## config.mk

```make
export PLATFORM = sky130hd
export DESIGN_NAME = mp3_track_ctrl_flat
export DESIGN_NICKNAME = d
export VERILOG_FILES = /design/src/rtl/mp3_track_ctrl_pkg.sv /design/src/rtl/mp3_track_ctrl_if.sv /design/src/rtl/mp3_track_ctrl_btn_debounce.sv /design/src/rtl/mp3_track_ctrl.sv /design/src/flat_wrapper.sv
export SDC_FILE = /design/constraint.sdc
export NUM_CORES = 1
export LEC_CHECK = 0
export CORE_ASPECT_RATIO = 1.1
export CORE_UTILIZATION = 42
export DETAILED_ROUTE_END_ITERATION = 6
export SYNTH_ARGS = -nofsm -noshare
export SYNTH_HDL_FRONTEND = slang
export SYNTH_SLANG_ARGS = --single-unit
```

## constraint.sdc

```tcl
create_clock -name clock -period 2.1 [get_ports clock]
set_input_delay 0.42 -clock clock [delete_from_list [all_inputs] [get_ports clock]]
set_output_delay 0.42 -clock clock [all_outputs]
set_load 0.03 [all_outputs]
```

## src/rtl/mp3_track_ctrl_pkg.sv

```systemverilog
// Shared constants for the MP3 track controller: FSM state encoding and button indices.
package mp3_pkg;

  typedef enum logic [1:0] {
    ST_STOPPED = 2'd0,
    ST_PLAYING = 2'd1,
    ST_PAUSED  = 2'd2
  } state_t;

  localparam int BTN_PLAY = 0;
  localparam int BTN_STOP = 1;
  localparam int BTN_NEXT = 2;
  localparam int BTN_PREV = 3;
  localparam int BTN_MUTE = 4;
  localparam int NUM_BTNS = 5;

endpackage

```

## src/rtl/mp3_track_ctrl_if.sv

```systemverilog
// Board/sequencer side bundle of the track controller. There is no valid/ready handshake:
// buttons are raw asynchronous levels, song_end is a one-cycle pulse, all outputs are registered levels.
interface mp3_track_ctrl_if #(
  parameter int NUM_TRACKS = 4
);
  localparam int TRACK_W = $clog2(NUM_TRACKS);

  logic                  btn_play;
  logic                  btn_stop;
  logic                  btn_next;
  logic                  btn_prev;
  logic                  btn_mute;
  logic [NUM_TRACKS-1:0] tone_in;
  logic [NUM_TRACKS-1:0] song_end;
  logic [TRACK_W-1:0]    track_sel;
  logic [NUM_TRACKS-1:0] track_play;
  logic [NUM_TRACKS-1:0] track_rst;
  logic [1:0]            state;
  logic                  muted;
  logic                  buzzer;

  modport master (
    output btn_play, btn_stop, btn_next, btn_prev, btn_mute, tone_in, song_end,
    input  track_sel, track_play, track_rst, state, muted, buzzer
  );

  modport slave (
    input  btn_play, btn_stop, btn_next, btn_prev, btn_mute, tone_in, song_end,
    output track_sel, track_play, track_rst, state, muted, buzzer
  );

endinterface

```

## src/rtl/mp3_track_ctrl_btn_debounce.sv

```systemverilog
// One raw button: 2-FF synchroniser, stability counter, and a one-cycle pulse on an accepted press.
module btn_debounce #(
  parameter int DEBOUNCE_CYCLES = 1_000_000
) (
  input  logic clock,
  input  logic rst_n,
  input  logic raw,
  output logic pulse
);
  localparam int CNT_W = (DEBOUNCE_CYCLES > 1) ? $clog2(DEBOUNCE_CYCLES) : 1;
  localparam logic [CNT_W-1:0] CNT_LAST = CNT_W'(DEBOUNCE_CYCLES - 1);

  logic             sync1;
  logic             sync2;
  logic             level;
  logic [CNT_W-1:0] cnt;

  // cnt is the run length of synchronised samples disagreeing with the accepted level
  always_ff @(posedge clock or negedge rst_n) begin
    if (!rst_n) begin
      sync1 <= 1'b0;
      sync2 <= 1'b0;
      level <= 1'b0;
      cnt   <= '0;
      pulse <= 1'b0;
    end else begin
      sync1 <= raw;
      sync2 <= sync1;
      pulse <= 1'b0;
      if (sync2 == level) begin
        cnt <= '0;
      end else if (cnt == CNT_LAST) begin
        level <= sync2;
        cnt   <= '0;
        pulse <= sync2;
      end else begin
        cnt <= cnt + 1'b1;
      end
    end
  end

endmodule

```

## src/rtl/mp3_track_ctrl.sv

```systemverilog
// Track selector / transport FSM for NUM_TRACKS tone sequencers with debounced buttons and buzzer gate.
// Build option: define AUTO_ADVANCE_EN to advance to the next track on song_end instead of stopping.
module mp3_track_ctrl
  import mp3_pkg::*;
#(
  parameter int NUM_TRACKS      = 4,
  parameter int DEBOUNCE_CYCLES = 1_000_000
) (
  input logic            clock,
  input logic            rst_n,
  mp3_track_ctrl_if.slave bus
);
  localparam int TRACK_W = $clog2(NUM_TRACKS);
  localparam logic [TRACK_W-1:0] LAST_TRACK = TRACK_W'(NUM_TRACKS - 1);

  logic [NUM_BTNS-1:0] raw;
  logic [NUM_BTNS-1:0] pulse;

  assign raw[BTN_PLAY] = bus.btn_play;
  assign raw[BTN_STOP] = bus.btn_stop;
  assign raw[BTN_NEXT] = bus.btn_next;
  assign raw[BTN_PREV] = bus.btn_prev;
  assign raw[BTN_MUTE] = bus.btn_mute;

  for (genvar g = 0; g < NUM_BTNS; g++) begin : g_db
    btn_debounce #(.DEBOUNCE_CYCLES(DEBOUNCE_CYCLES)) u_db (
      .clock (clock),
      .rst_n (rst_n),
      .raw   (raw[g]),
      .pulse (pulse[g])
    );
  end

  function automatic logic [NUM_TRACKS-1:0] onehot(input logic [TRACK_W-1:0] idx);
    logic [NUM_TRACKS-1:0] v;
    v      = '0;
    v[idx] = 1'b1;
    return v;
  endfunction

  state_t                state_q, state_nxt;
  logic [TRACK_W-1:0]    sel_q, sel_nxt, sel_inc, sel_dec;
  logic                  muted_q, muted_nxt;
  logic [NUM_TRACKS-1:0] rst_q, rst_nxt;
  logic [NUM_TRACKS-1:0] play_q;
  logic                  buzz_q;
  logic                  end_hit;

  assign sel_inc = (sel_q == LAST_TRACK) ? '0 : sel_q + 1'b1;
  assign sel_dec = (sel_q == '0) ? LAST_TRACK : sel_q - 1'b1;
  assign end_hit = (state_q == ST_PLAYING) && bus.song_end[sel_q];

  // One transport action per cycle: stop > play > song end > next > prev; mute is orthogonal
  always_comb begin
    state_nxt = state_q;
    sel_nxt   = sel_q;
    rst_nxt   = '0;
    muted_nxt = muted_q ^ pulse[BTN_MUTE];
    if (pulse[BTN_STOP]) begin
      if (state_q != ST_STOPPED) begin
        state_nxt = ST_STOPPED;
        rst_nxt   = onehot(sel_q);
      end
    end else if (pulse[BTN_PLAY]) begin
      case (state_q)
        ST_STOPPED: begin
          state_nxt = ST_PLAYING;
          rst_nxt   = onehot(sel_q);
        end
        ST_PLAYING: state_nxt = ST_PAUSED;
        ST_PAUSED:  state_nxt = ST_PLAYING;
        default:    state_nxt = ST_STOPPED;
      endcase
    end else if (end_hit) begin
`ifdef AUTO_ADVANCE_EN
      sel_nxt = sel_inc;
      rst_nxt = onehot(sel_inc);
`else
      state_nxt = ST_STOPPED;
      rst_nxt   = onehot(sel_q);
`endif
    end else if (pulse[BTN_NEXT]) begin
      sel_nxt = sel_inc;
      rst_nxt = onehot(sel_inc);
    end else if (pulse[BTN_PREV]) begin
      sel_nxt = sel_dec;
      rst_nxt = onehot(sel_dec);
    end
  end

  // Enables and buzzer are derived from next-state values so they never lag the state output
  always_ff @(posedge clock or negedge rst_n) begin
    if (!rst_n) begin
      state_q <= ST_STOPPED;
      sel_q   <= '0;
      muted_q <= 1'b0;
      rst_q   <= '0;
      play_q  <= '0;
      buzz_q  <= 1'b0;
    end else begin
      state_q <= state_nxt;
      sel_q   <= sel_nxt;
      muted_q <= muted_nxt;
      rst_q   <= rst_nxt;
      play_q  <= (state_nxt == ST_PLAYING) ? onehot(sel_nxt) : '0;
      buzz_q  <= bus.tone_in[sel_nxt] & (state_nxt == ST_PLAYING) & ~muted_nxt;
    end
  end

  assign bus.state      = state_q;
  assign bus.track_sel  = sel_q;
  assign bus.muted      = muted_q;
  assign bus.track_rst  = rst_q;
  assign bus.track_play = play_q;
  assign bus.buzzer     = buzz_q;

endmodule
```

## src/flat_wrapper.sv

```systemverilog
// flat-port wrapper written by rule: the top's interface ports become plain ports
module mp3_track_ctrl_flat import mp3_pkg::*;
#(
  parameter int NUM_TRACKS      = 4,
  parameter int DEBOUNCE_CYCLES = 1_000_000
)
  (clock, rst_n, bus_btn_play, bus_btn_stop, bus_btn_next, bus_btn_prev, bus_btn_mute, bus_tone_in, bus_song_end, bus_track_sel, bus_track_play, bus_track_rst, bus_state, bus_muted, bus_buzzer);
  mp3_track_ctrl_if #(.NUM_TRACKS(NUM_TRACKS)) bus_i ();
  input logic clock;
  input logic rst_n;
  input wire logic [$bits(bus_i.btn_play)-1:0] bus_btn_play;
  input wire logic [$bits(bus_i.btn_stop)-1:0] bus_btn_stop;
  input wire logic [$bits(bus_i.btn_next)-1:0] bus_btn_next;
  input wire logic [$bits(bus_i.btn_prev)-1:0] bus_btn_prev;
  input wire logic [$bits(bus_i.btn_mute)-1:0] bus_btn_mute;
  input wire logic [$bits(bus_i.tone_in)-1:0] bus_tone_in;
  input wire logic [$bits(bus_i.song_end)-1:0] bus_song_end;
  output wire logic [$bits(bus_i.track_sel)-1:0] bus_track_sel;
  output wire logic [$bits(bus_i.track_play)-1:0] bus_track_play;
  output wire logic [$bits(bus_i.track_rst)-1:0] bus_track_rst;
  output wire logic [$bits(bus_i.state)-1:0] bus_state;
  output wire logic [$bits(bus_i.muted)-1:0] bus_muted;
  output wire logic [$bits(bus_i.buzzer)-1:0] bus_buzzer;
  assign bus_i.btn_play = bus_btn_play;
  assign bus_i.btn_stop = bus_btn_stop;
  assign bus_i.btn_next = bus_btn_next;
  assign bus_i.btn_prev = bus_btn_prev;
  assign bus_i.btn_mute = bus_btn_mute;
  assign bus_i.tone_in = bus_tone_in;
  assign bus_i.song_end = bus_song_end;
  assign bus_track_sel = bus_i.track_sel;
  assign bus_track_play = bus_i.track_play;
  assign bus_track_rst = bus_i.track_rst;
  assign bus_state = bus_i.state;
  assign bus_muted = bus_i.muted;
  assign bus_buzzer = bus_i.buzzer;
  mp3_track_ctrl #(.NUM_TRACKS(NUM_TRACKS), .DEBOUNCE_CYCLES(DEBOUNCE_CYCLES)) u_core (.clock(clock), .rst_n(rst_n), .bus(bus_i));
endmodule
```

==> results.sh, run 1 <==
export IMPL_min_delay_worst_endpoint="u_core.g_db[4].u_db.sync2"
export IMPL_dp_cells=851
export IMPL_critPathKind="flop to flop"
export IMPL_yosys_area_share_simple_pct=23.4
export IMPL_vdd_drop_max_mv=0.519
export IMPL_slew_headroom_pct=64.7
export IMPL_crit_path_end_kind="flop"
export IMPL_fin_crit_ps=1940
export IMPL_core_area_sq_mm=0.0146
export IMPL_hold_class="flop to flop"
export IMPL_drv_slew=0
export IMPL_ys_flop_type="dfrtp_1"
export IMPL_chipWidth_um=119
export IMPL_place_area_sq_mm=0.00706
export IMPL_syn2layout_area_growth_pct=21.2
export IMPL_final_common_cell="dfrtp_1"
export IMPL_synth_mux_area_share_pct=2.09
export IMPL_post_route_cell_area_sq_mm=0.00768
export IMPL_syn_inst=610
export IMPL_final_cell_mix="dfrtp_1, nor2_1, xor2_1, xnor2_1, nand2_1"
export IMPL_worst_pin_slew_ps=525
export IMPL_clockBufferDepth=2
export IMPL_tritoncts="built"
export IMPL_power_frac_seq_pct=45.9
export IMPL_rsz0062_at_grt="no"
export IMPL_reg2reg_depth=7
export IMPL_power_switching_mw=1.32
export IMPL_holdPathStages=0
export IMPL_critPathLaunchType="flop"
export IMPL_yosysUniqueCellTypes=53
export IMPL_p_leak_nw=3.41
export IMPL_clock_sinks=134
export IMPL_place_gp_congestion=0.807
export IMPL_floorplan_initialDensity_pct=43.5
export IMPL_ys_async_sr_fraction_pct=100
export IMPL_r2r_end="u_core.bus.track_rst[3]"
export IMPL_grt_pass1_vias=4564
export IMPL_slowest_delay_ps=440
export IMPL_antenna_left=0
export IMPL_worstPathMaxFanout=5
export IMPL_layout_drive_gt1_share_pct=12.6
export IMPL_skew_ps=4.74
export IMPL_yosys_area_share_adder_pct=2.57
export IMPL_clockPowerShare_pct=49.9
export IMPL_clkLatencyLatePin_ps=410
export IMPL_synth_edf_count=0
export IMPL_max_cap_violations=0
export IMPL_clk_pin_slew_ps=60
export IMPL_io_pins=29
export IMPL_htree_levels=4
export IMPL_path_common_cell="buf_4"
export IMPL_grtUsageTotal_pct=17.1
export IMPL_swShare_pct=22.8
export IMPL_fin_crit_sh_pct=92.1
export IMPL_synth_xor_area_share_pct=13.0
export IMPL_grt_antenna_before_repair=0
export IMPL_ys_seq_elements=134
export IMPL_drt_wl_total_mm=12.3
export IMPL_drc_errors=0
export IMPL_startpoint="u_core.bus.track_sel[0]"
export IMPL_slowest_stage="or3b_1"
export IMPL_seq_area_frac_synth_pct=52.9
export IMPL_synth_top_family_by_area="simple AND/OR/NAND/NOR gates"
export IMPL_cts_root_buf="clkbuf_16"
export IMPL_dr_pass1_iters=5
export IMPL_r2r_start="u_core.bus.track_sel[0]"
export IMPL_final_nets=707
export IMPL_grt_overflow=0
export IMPL_diodes=0
export IMPL_final_util_pct=52.7
export IMPL_postSynthAreaPerCell_sq_um=10.4
export IMPL_crit_required_ps=2400
export IMPL_worstPathCellList="buf_4, or3b_1, o22ai_2, buf_4, mux2i_1, o21a_1, a21oi_1"
export IMPL_reg2reg_slack_ps=160
export IMPL_comb_power_share_pct=4.3
export IMPL_fillers=1265
export IMPL_fp_dieH_um=131
export IMPL_power_internal_mw=4.47
export IMPL_syn_area_sq_mm=0.00633
export IMPL_power_density_mw_per_mm2=754
export IMPL_port_buffers=28
export IMPL_drt_iter0_markers=240
export IMPL_die_area_sq_mm=0.0156
export IMPL_vias=4482
export IMPL_grt_pass1_wl_mm=21.0
export IMPL_wl_per_cell_um=13.9
export IMPL_hold_viol_final=0
export IMPL_final_instance_count_excl_fill=884
export IMPL_status="completed"
export IMPL_setup_violations_final=0
export IMPL_worstHoldStart="u_core.g_db[4].u_db.sync1"
export IMPL_synth_compound_area_share_pct=4.09
export IMPL_grt_max_degree=43
export IMPL_vias_per_cell=5.07
export IMPL_ys_warn_count=0
export IMPL_cts_made_buffers=17
export IMPL_holdWs_ps=353
export IMPL_row_count=46
export IMPL_syn_nets=638
export IMPL_cp_data_arrival_time_ps=2230
export IMPL_post_dp_hpwl_mm=8.46
export IMPL_max_freq_ghz=0.517
## how the worst max path moves through the flow
| stage | endpoint | slack, ps | cells past startpoint |
|---|---|---|---|
| 2_1_floorplan | u_core.bus.buzzer | 50 | 8 |
| 3_3_place_gp | u_core.bus.buzzer | -70 | 6 |
| 3_5_place_dp | u_core.bus.buzzer | -130 | 6 |
| 4_1_cts | bus_track_sel[1] | 20 | 2 |
| 5_1_grt | u_core.bus.buzzer | 0.4 | 8 |
| 6_report | u_core.bus.track_rst[3] | 160 | 7 |
## state kept, by name, indices dropped and copies added, names as in the netlist
signal,cells
u_core.bus.track_play,4
u_core.g_db.u_db.sync1,5
u_core.g_db.u_db.level,5
u_core.bus.track_sel,2
u_core.g_db.u_db.cnt,100
u_core.bus.muted,1
u_core.g_db.u_db.pulse,5
u_core.bus.track_rst,4
u_core.bus.buzzer,1
u_core.g_db.u_db.sync2,5
u_core.bus.state,2
## power by group through the flow
stage,sequential (mW),combinational (mW),clock [mW]
2_1_floorplan,2.71,0.103,0
3_3_place_gp,2.70,0.247,0
3_5_place_dp,2.70,0.250,0
4_1_cts,2.65,0.253,2.96
5_1_grt,2.66,0.279,3.08
6_report,2.65,0.247,2.89
## kinds of logic after synthesis
family | Yosys count
AOI/OAI and AO/OA | 38
xor gates and xnor gates | 94
adders and majority gates | 13
buffers and inverters | 25
DFF | 134
muxes | 11
and+or+nand+nor | 295
## routing by layer
| layer | GRT usage, % | part of all wire, % |
|---|---|---|
| met4 | 6.70 | 1.5 |
| met3 | 6.25 | 5.6 |
| met1 | 21.0 | 47 |
| met2 | 27.7 | 46 |
| met5 | 0 | 0 |
## layout make-up
| cell class | count | area [sq um] | area share (%) |
|---|---|---|---|
| well taps | 192 | 240 | 3.13 |
| clock buffers | 17 | 425 | 5.54 |
| flip-flops and latches | 134 | 3360 | 43.7 |
| inverters | 14 | 52.6 | 0.684 |
| multi-input cells | 451 | 2880 | 37.5 |
| clock inverters | 15 | 156 | 2.04 |
| repair buffers | 61 | 567 | 7.38 |
## through the flow
| step | setup TNS [ps] | setup WS (ps) | power [mW] |
|---|---|---|---|
| final | 0 | 165 | 5.79 |
| after global routing | 0 | 0.408 | 6.02 |
| after global placement | -69.3 | -69.3 | 2.95 |
| after detailed placement | -260 | -132 | 2.95 |
| after floorplan | 0 | 49.0 | 2.81 |
| after CTS | 0 | 16.6 | 5.87 |
## what timing repair did
item                                    CTS  global route
endpoints found under the setup margin    0            49
endpoints found under the hold margin    37             0
resized for setup                         0            11
hold buffers                              1             0
setup buffers                             0             0
## cell usage after synthesis, drive strengths merged, types with 3 or more instances
| library cell | count | area [sq um] |
|---|---|---|
| nand3 | 33 | 165 |
| dfrtp | 134 | 3350 |
| nor3b | 4 | 30.0 |
| inv | 14 | 52.6 |
| mux2 | 5 | 60.1 |
| nor4 | 13 | 87.6 |
| nor2 | 117 | 439 |
| xnor2 | 42 | 368 |
| nand4 | 25 | 156 |
| a211o | 3 | 26.3 |
| a221oi | 3 | 26.3 |
| mux2i | 5 | 50.1 |
| nand2 | 38 | 155 |
| a22oi | 3 | 22.5 |
| and3 | 21 | 131 |
| or3 | 3 | 18.8 |
| nor4b | 5 | 43.8 |
| and4 | 6 | 55.1 |
| clkbuf | 4 | 15.0 |
| nand2b | 4 | 25.0 |
| a21oi | 5 | 25.0 |
| nand3b | 5 | 37.5 |
| ha | 13 | 163 |
| o21ai | 11 | 55.1 |
| a31oi | 4 | 25.0 |
| xor2 | 52 | 455 |
| or3b | 3 | 26.3 |
| buf | 7 | 52.5 |
| nor3 | 11 | 55.1 |
## worst max-delay path: cells and delay by family, from the launching register on
family | cells | cell delay (ps)
AOI/OAI and AO/OA | 3 | 440
and+or+nand+nor | 1 | 440
DFF | 1 | 410
buffers and inverters | 2 | 330
muxes | 1 | 190
Note: power is estimated with default switching activity, not from simulation.
==> run 2: changes to the inputs <==
--- a/config.mk
+++ b/config.mk
@@ -7,6 +7,7 @@
 export LEC_CHECK = 0
 export CORE_ASPECT_RATIO = 1.1
 export CORE_UTILIZATION = 42
+export CTS_CLUSTER_SIZE = 14
 export DETAILED_ROUTE_END_ITERATION = 6
 export SYNTH_ARGS = -nofsm -noshare
 export SYNTH_HDL_FRONTEND = slang
==> constraint.sdc (replaced) <==
create_clock -name clock -period 1.8 [get_ports clock]
set_input_delay 0.36 -clock clock [delete_from_list [all_inputs] [get_ports clock]]
set_output_delay 0.36 -clock clock [all_outputs]
set_load 0.03 [all_outputs]
==> run 2 against run 1 <==
- the flow now finishes with violations (negative setup slack)
- hold slack got worse by 1.2 ps
- non-clock buffer count grew 46
- global-route usage up 1.3 points
- clock skew about the same
- sequential share of layout area decreased by 3.9 points
- critical endpoint is now u_core.g_db[1].u_db.level
==> results.sh, run 2 (synthesized netlist as in run 1, its figures left out) <==
export IMPL_status="complete, but fails checks"
export IMPL_violations="negative setup slack"
export IMPL_power_density_mw_per_mm2=829
export IMPL_r2r_start="u_core.g_db[1].u_db.cnt[0]"
export IMPL_worstHoldStart="u_core.g_db[4].u_db.sync1"
export IMPL_regMostFlops="u_core.g_db.u_db.cnt"
export IMPL_grt_pass1_vias=4880
export IMPL_critical_path_top_delay_family="simple AND/OR/NAND/NOR gates"
export IMPL_critPathKind="flop to flop"
export IMPL_skew_ps=4.86
export IMPL_floorplan_initialDensity_pct=43.5
export IMPL_final_nets=753
export IMPL_place_gp_congestion=0.816
export IMPL_grtUsageTotal_pct=18.4
export IMPL_critPathLaunchType="flop"
export IMPL_rsz0062_at_grt="yes"
export IMPL_diodes=0
export IMPL_crit_required_ps=2110
export IMPL_crit_path_end_kind="flop"
export IMPL_drc_errors=0
export IMPL_holdWs_ps=352
export IMPL_slowest_stage="or4_4"
export IMPL_fin_crit_sh_pct=102
export IMPL_grt_overflow=0
export IMPL_r2r_end="u_core.g_db[1].u_db.level"
export IMPL_hold_viol_final=0
export IMPL_post_dp_hpwl_mm=8.94
export IMPL_setup_tns_ps=-134
export IMPL_dr_pass1_iters=4
export IMPL_clk_pin_slew_ps=60
export IMPL_worstPathMaxFanout=5
export IMPL_final_cell_mix="dfrtp_1, nor2_1, buf_4, xor2_1, xnor2_1"
export IMPL_holdPathStages=0
export IMPL_slowest_delay_ps=590
export IMPL_max_cap_violations=0
export IMPL_cp_data_arrival_time_ps=2150
export IMPL_cts_made_buffers=17
export IMPL_tritoncts="built"
export IMPL_worst_path_buf_inv=0
export IMPL_vias=4813
export IMPL_syn2layout_area_growth_pct=33.0
export IMPL_hold_class="flop to flop"
export IMPL_wl_per_cell_um=14.7
export IMPL_reg2reg_slack_ps=-40
export IMPL_clock_sinks=134
export IMPL_grt_antenna_before_repair=0
export IMPL_reg2reg_depth=5
export IMPL_worstPathCellList="ha_2, and4_4, nand2_4, or4_4, mux2_4"
export IMPL_antenna_left=0
export IMPL_drt_iter0_markers=285
export IMPL_setup_ws_ps=-42.4
export IMPL_final_common_cell="dfrtp_1"
export IMPL_fp_dieH_um=131
export IMPL_vdd_drop_max_mv=0.590
export IMPL_largest_reg_flops=100
export IMPL_grt_max_degree=46
export IMPL_chipWidth_um=119
export IMPL_port_buffers=28
export IMPL_setup_violations_final=16
export IMPL_cts_root_buf="clkbuf_16"
export IMPL_layout_drive_gt1_share_pct=24.8
export IMPL_htree_levels=4
export IMPL_slew_headroom_pct=66.3
export IMPL_min_delay_worst_endpoint="u_core.g_db[4].u_db.sync2"
export IMPL_clockBufferDepth=2
export IMPL_worst_pin_slew_ps=503
export IMPL_grt_pass1_wl_mm=22.5
export IMPL_clkLatencyLatePin_ps=420
export IMPL_drv_slew=0
export IMPL_max_freq_ghz=0.543
export IMPL_io_pins=29
export IMPL_row_count=46
export IMPL_drt_wl_total_mm=13.7
export IMPL_vias_per_cell=5.18
export IMPL_fin_crit_ps=1840
export IMPL_die_area_sq_mm=0.0156
export IMPL_core_area_sq_mm=0.0146
export IMPL_p_leak_nw=3.78
==> run 2: timing repair <==
action,CTS,global route
endpoints found under the hold margin,40,0
endpoints found under the setup margin,66,105
pin swaps,9,28
buffers inserted,0,7
cloned,0,2
hold buffers,1,0
resized for setup,23,69
==> run 2: layout make-up <==
| class | instances | area [sq um] |
|---|---|---|
| Fill cell | 1196 | 6140 |
| Clock buffer | 17 | 425 |
| Sequential cell | 134 | 3360 |
| Inverter | 14 | 57.6 |
| Clock inverter | 15 | 179 |
| Multi-Input combinational cell | 451 | 3180 |
| Timing Repair Buffer | 107 | 983 |
| Tap cell | 192 | 240 |
==> run 2: worst max path at each step <==
stage / from / endpoint / depth (start not counted)
floorplan: u_core.bus.track_sel[0] / u_core.bus.buzzer / 6
global placement: bus_song_end[3] / u_core.bus.buzzer / 6
detailed placement: bus_song_end[3] / u_core.bus.track_rst[2] / 6
CTS: u_core.g_db[0].u_db.cnt[6] / u_core.g_db[0].u_db.cnt[17] / 6
global route: u_core.g_db[0].u_db.cnt[6] / u_core.g_db[0].u_db.cnt[13] / 6
finish: u_core.g_db[1].u_db.cnt[0] / u_core.g_db[1].u_db.level / 5
==> run 2: power breakdown <==
part | switching [mW] | internal [mW] | total [mW]
Combinational | 0.210 | 0.171 | 0.380
Clock | 1.33 | 2.18 | 3.51
Sequential | 0.0359 | 3.06 | 3.10
==> run 2: per-layer routing <==
metal	share of wire [%]	global-route usage [%]	wire length, um
met3	4.5	6.12	611
met2	50	30.6	6840
met5	0	0	0
met4	1.8	7.45	243
met1	44	22.1	5970
==> run 2: through the flow <==
stage	util, %	setup WS (ps)	power, mW	instances	cell area (sq um)
floorplan	-	-40.0	3.28	610	6380
global placement	50.9	-253	3.47	888	7410
detailed placement	50.9	-294	3.48	888	7410
CTS	55.4	-43.0	7.03	921	8060
global route	57.9	-137	7.26	930	8420
finish	57.9	-42.4	6.98	930	8420
